--- src/rtl/fifo_read_ctrl.sv ---
// rtl/fifo_read_ctrl.sv - read-side controller for the 8-entry FIFO register bank
// Tracks occupancy from writer commits, pops the addressed entry, flags underflow.
module fifo_read_ctrl #(
  parameter int WIDTH = 32
) (
  input  logic             clk,
  input  logic             reset,
  input  logic             rd_en,
  input  logic             wr_push,
  input  logic [WIDTH-1:0] d_in0,
  input  logic [WIDTH-1:0] d_in1,
  input  logic [WIDTH-1:0] d_in2,
  input  logic [WIDTH-1:0] d_in3,
  input  logic [WIDTH-1:0] d_in4,
  input  logic [WIDTH-1:0] d_in5,
  input  logic [WIDTH-1:0] d_in6,
  input  logic [WIDTH-1:0] d_in7,
  output logic [WIDTH-1:0] d_out,
  output logic             rd_ack,
  output logic             rd_err,
  output logic             empty,
  output logic             full,
  output logic [3:0]       data_count,
  output logic [2:0]       rd_ptr
);

  typedef enum logic [1:0] {
    IDLE     = 2'd0,
    READ     = 2'd1,
    RD_ERROR = 2'd2
  } state_e;

  state_e           state_q, state_d;
  logic [WIDTH-1:0] d_out_q, d_out_d;
  logic [3:0]       count_q, count_d;
  logic [2:0]       rd_ptr_q, rd_ptr_d;
  logic [WIDTH-1:0] sel_data;
  logic             pop;

  always_comb begin
    sel_data = d_in0;
    case (rd_ptr_q)
      3'd0: sel_data = d_in0;
      3'd1: sel_data = d_in1;
      3'd2: sel_data = d_in2;
      3'd3: sel_data = d_in3;
      3'd4: sel_data = d_in4;
      3'd5: sel_data = d_in5;
      3'd6: sel_data = d_in6;
      3'd7: sel_data = d_in7;
      default: sel_data = d_in0;
    endcase
  end

  // A push on the same edge as an underflow is not yet visible, so pop only
  // looks at the registered count.
  always_comb begin
    pop      = rd_en && (count_q != 4'd0);
    state_d  = IDLE;
    d_out_d  = d_out_q;
    rd_ptr_d = rd_ptr_q;
    count_d  = count_q;
    if (rd_en) begin
      state_d = pop ? READ : RD_ERROR;
    end
    if (pop) begin
      d_out_d  = sel_data;
      rd_ptr_d = rd_ptr_q + 3'd1;
    end
    case ({wr_push, pop})
      2'b10:   count_d = (count_q == 4'd8) ? count_q : count_q + 4'd1;
      2'b01:   count_d = count_q - 4'd1;
      default: count_d = count_q;
    endcase
  end

  always_ff @(posedge clk or posedge reset) begin
    if (reset) begin
      state_q  <= IDLE;
      d_out_q  <= '0;
      count_q  <= 4'd0;
      rd_ptr_q <= 3'd0;
    end else begin
      state_q  <= state_d;
      d_out_q  <= d_out_d;
      count_q  <= count_d;
      rd_ptr_q <= rd_ptr_d;
    end
  end

  assign d_out      = d_out_q;
  assign rd_ack     = (state_q == READ);
  assign rd_err     = (state_q == RD_ERROR);
  assign empty      = (count_q == 4'd0);
  assign full       = (count_q == 4'd8);
  assign data_count = count_q;
  assign rd_ptr     = rd_ptr_q;

endmodule

--- config.mk ---
export PLATFORM = sky130hd
export DESIGN_NAME = fifo_read_ctrl
export DESIGN_NICKNAME = d
export VERILOG_FILES = /design/src/rtl/fifo_read_ctrl.sv
export SDC_FILE = /design/constraint.sdc
export NUM_CORES = 1
export LEC_CHECK = 0
export ABC_AREA = 0
export CAP_MARGIN = 20
export CELL_PAD_IN_SITES_DETAIL_PLACEMENT = 0
export CELL_PAD_IN_SITES_GLOBAL_PLACEMENT = 2
export CORE_MARGIN = 2
export CORE_UTILIZATION = 16
export DETAILED_ROUTE_END_ITERATION = 16
export PLACE_DENSITY_LB_ADDON = 0.1
export SYNTH_ARGS = -nofsm -noshare
export SYNTH_HDL_FRONTEND = slang
export SYNTH_SLANG_ARGS = --single-unit
--- constraint.sdc ---
create_clock -name clk -period 2.2 [get_ports clk]
set_input_delay 0.22 -clock clk [delete_from_list [all_inputs] [get_ports clk]]
set_output_delay 0.22 -clock clk [all_outputs]
set_load 0.005 [all_outputs]
Yosys cells after proc, flatten, opt, wreduce, memory -nomap -nowiden
Index checks and enable logic that the tools add are counted.
{"block": "op_classes", "eq_ne": 13, "addsub": 3, "reduce_logical": 6, "n_mux": 5}
{"cell": "$pmux W32 S8", "count": 1}
{"cell": "$eq A3 B3 Y1 const B", "count": 4}
{"cell": "$pmux W4 S2", "count": 1}
{"cell": "$eq A3 B2 Y1 const B", "count": 2}
{"cell": "$add A4 B1 Y4 const B", "count": 1}
{"cell": "$eq A2 B1 Y1 const B", "count": 2}
{"cell": "$eq A2 B2 Y1 const B", "count": 2}
{"cell": "$eq A4 B4 Y1 const B", "count": 1}
{"cell": "$logic_not A4 Y1", "count": 1}
{"cell": "$mux W2", "count": 2}
{"cell": "$mux W4", "count": 1}
{"cell": "$reduce_bool A4 Y1", "count": 1}
{"cell": "$sub A4 B1 Y4 const B", "count": 1}
{"cell": "$add A3 B1 Y3 const B", "count": 1}
{"cell": "$eq A3 B1 Y1 const B", "count": 1}
{"cell": "$logic_not A3 Y1", "count": 1}
{"cell": "$ne A2 B2 Y1 const B", "count": 1}
{"cell": "$reduce_and A2 Y1", "count": 1}
{"cell": "$reduce_bool A2 Y1", "count": 1}
{"cell": "$logic_and A1 B1 Y1", "count": 1}
{"block": "totals", "register_bits": 41, "wordCells": 31, "output_inout_bits": 43, "input_bits": 260}

Depth between registers and ports, before layout
{"block": "logic_depth", "depth_word": 5, "mapped_depth": 11, "mapped_depth_nobuf": 7}

Least setup slack after synthesis
OpenSTA, ideal clock, no wires.
{"block": "synth_timing", "path_kind": "reg-to-reg", "start": "reg rd_ptr_q[2] (netlist: rd_ptr[2])", "end": "reg d_out_q[22] (netlist: d_out[22])", "setup_ns": 0.130, "path_buffers": 4, "t_arrival_ns": 2.248, "stages_incl_launch_ff": 11, "synth_period_minus_slack_ns": 2.378, "required_ns": 2.070, "path_slack_ns": -0.178, "cell_sequence": "dfrtp_1 > buf_6 > buf_2 > buf_2 > inv_1 > ha_1 > buf_4 > a22o_1 > a221o_1 > a211oi_2 > o31ai_2"}
{"block": "synth_between", "elab_chain_cells": 2, "elab_cells_between_ends": 9, "classes_between": "eq/ne: 7; mux: 1; reduce/logical: 1"}
{"item": "start, declared", "line": "36", "text": "logic [2:0] rd_ptr_q, rd_ptr_d;"}
{"item": "start signal, assigned", "line": "87", "text": "rd_ptr_q <= rd_ptr_d;"}
{"item": "$eq A3 B3 Y1 (tied with other cells)", "line": "42", "text": "case (rd_ptr_q)"}
{"item": "$pmux W32 S8 (*)", "line": "42"}
{"item": "end signal, assigned", "line": "85", "text": "d_out_q <= d_out_d;"}
{"item": "end, declared", "line": "34", "text": "logic [WIDTH-1:0] d_out_q, d_out_d;"}
Every way passes the cells marked *; elsewhere a longest branch is shown, timed or not.
A chain may end at the register's enable or synchronous reset.

Worst setup path after layout
{"block": "layout_timing", "start": "reg rd_ptr_q[1] (netlist: rd_ptr[1])", "end": "reg d_out_q[9] (netlist: d_out[9])"}
The elaborated chain is that of the path after synthesis.

==> results.yml <==
floorplan:
  core-area_um2: 24100
  pin_count: 303
  initial_core_util_pct: 16.2
  die_width_um: 160
  chipHeight_um: 160
  num_rows: 57
  dieArea_um2: 25700
synthesis:
  synthesis.nets: 665
  yosys_warnings: 0
  ys_seq_area_share_pct: 26.3
  yosys.area_share.xor_xnor_pct: 0.673
  synthAdderAreaFrac_pct: 3.08
  async_flop_share_pct: 100
  synth.ff_latch_count: 41
  synth_top_family_by_area: "compound AO/OA/AOI/OAI gates"
  synth-main-ff-cell: "dfrtp_1"
  syn_inst: 396
  synth_edf_count: 0
  synth_simple_gate_area_share_pct: 16.0
  synth.area.mux_share_pct: 6.73
  synth_compound_area_share_pct: 38.2
  syn-cell-area_um2: 3900
  post_synth_num_cell_types: 41
  avgSynthCellArea_um2: 9.85
clock_network:
  cts_setup_buffers: 0
  cts_inserted_buffers: 5
  clock_sinks: 41
  clockBufferDepth: 2
  h-tree-depth: 2
  cts-hold-fix-buffers: 0
  cts_tree: "yes"
  clk_pin_slew_ps: 70
  worstSkewPairLatency_ps: 300
  clockRootBuffer: "clkbuf_16"
  post_cts_resize_count: 3
global_routing:
  overflow: 0
  grt_use_total_pct: 15.3
  grt_pass1_vias: 4751
  grt_first_pass_wirelength_mm: 29.9
  antenna_found_initial: 1
  grt_max_degree: 69
routing:
  top_layer_used: "met5"
  wire_per_inst_um: 19.8
  drtAntennaViolNets: 0
  wirelength_mm: 20.0
  drt-initial-drc-count: 240
  drc_errors: 0
  num_vias: 4405
  dr.pass1.iters: 5
  routed_via_density: 4.35
  dr_wl_met2_mm: 9.82
  route.met3.wl_mm: 1.22
  wirelength_met1_mm: 8.79
cells_and_area:
  area_growth_pct: 92.3
  final_common_cell: "clkdlybuf4s50_1"
  final_net_count: 956
  layout_common_cells: "clkdlybuf4s50_1, nand2_1, dfrtp_1"
  regArea_um2: 1030
  antenna_cells: 0
  drive_gt1_share_pct: 18.6
  multiInputGateArea_um2: 2570
  num-fill-cells: 2582
timing:
  period_needed_ps: 2090
  layout_setup_ws_ps: 106
  setup_violations: 0
  slew_violations: 0
  timing.slew.headroom_pct: 55.1
  tightest_slew_ps: 673
  fin_crit_sh_pct: 95.2
  hold_viol: 0
  rsz0062_at_grt: "no"
  clock.fmax_mhz: 478
  clock_skew_ps: 8.70
worst_setup_path:
  worstPathArrival_ps: 2240
  path_max_fanout: 14
  crit_required_ps: 2350
  critPathLaunchType: "register"
  crit_path_end_kind: "register"
  path_class: "register to register"
power:
  power.switching_uw: 3860
  internal_power_uw: 4930
  netSwitchingFraction_pct: 43.9
  p_seq_share_pct: 16.0
  p_leak_uw: 0.00278
  powerDensity_nw_per_um2: 1170
  p_comb_share_pct: 75.5
  peakVddDrop_v: 0.000712
  total_power_uw: 8790
  power_frac_clock_pct: 8.5
run:
  cap_violations: 0
placed_design:
  dp_slack_ps: -55.8
  dp_hpwl_mm: 16.0
  gp_congestion: 0.804
  io_buffers: 302
outcome:
  outcome: "finished clean"
hold_path:
  hp-class: "primary input to async pin"
[state kept, by name (all words and copies together) (netlist names)]
name / flops
d_out: 32
data_count: 4
rd_ptr: 3
state_q: 2
[power groups by stage]
stage	Sequential, uW	Combinational, uW	Clock (uW)
floorplan	1410	4170	0
global placement	1400	6640	0
detailed placement	1410	6700	0
CTS	1400	6750	789
global route	1460	7250	814
finish	1400	6640	749
[critical path: stages, from the launching register on]
cell and delay, ps:
dfrtp_1 410, ha_1 240, ha_4 240, buf_4 220
a222oi_1 450, nor3b_2 280, o31ai_1 100
[metal layers]
metal | vias to the layer above | global-route usage [%]
met5 | - | 0
met3 | 12 | 3.87
met4 | 2 | 2.83
met2 | 166 | 26.4
met1 | 2074 | 19.3
li1 | 2151 | -
[through the flow]
step           util (%)  hold WS [ps]  instances  setup TNS [ps]  cell area (um2)
6_report           31.1           245       1012               0             7500
4_1_cts            31.0           260       1012               0             7470
3_3_place_gp       30.4           466       1004               0             7330
2_1_floorplan         -           349        396               0             3910
3_5_place_dp       30.4           469       1004            -114             7330
5_1_grt            31.1           280       1012               0             7500
[worst paths after layout]
kind	startpoint	end	slack, ps	cells past startpoint
max	rd_ptr[1]	d_out[9]	110	6
min	reset	d_out[16]	250	2
max reg2reg	rd_ptr[1]	d_out[9]	110	6
min reg2reg	d_out[9]	d_out[9]	480	2
max in group asynchronous	reset	d_out[4]	1440	3
min in group clk	d_out[9]	d_out[9]	480	2
[cells in the mapped netlist (9+ instances only)]
cell type / count / area, um2
a211oi_2: 10 / 125
clkbuf_1: 9 / 33.8
buf_6: 9 / 101
a221o_1: 10 / 100
nor2_1: 33 / 124
a221oi_1: 21 / 184
a222oi_1: 22 / 220
a21oi_1: 25 / 125
dfrtp_1: 41 / 1030
nand2_1: 39 / 146
nor3b_2: 20 / 250
mux2_2: 14 / 158
a22oi_1: 22 / 165
a22o_1: 10 / 87.6
inv_1: 9 / 33.8
o31ai_2: 30 / 375
buf_2: 20 / 100
[logic make-up (layout without fill, tap and decap cells)]
| kind of cell | Yosys count | in the layout |
|---|---|---|
| compound gates | 163 | 163 |
| xor+xnor | 3 | 3 |
| fa+ha+maj | 9 | 9 |
| buf+inv | 53 | 345 |
| flops | 41 | 41 |
| mux | 21 | 21 |
| simple gates | 106 | 106 |
[layout make-up]
type | instances | area share, %
Timing Repair Buffer | 328 | 44.3
Multi-Input combinational cell | 302 | 34.3
Tap cell | 324 | 5.40
Inverter | 9 | 0.450
Clock buffer | 8 | 1.82
Sequential cell | 41 | 13.7
Note: power is estimated with default switching activity, not from simulation.
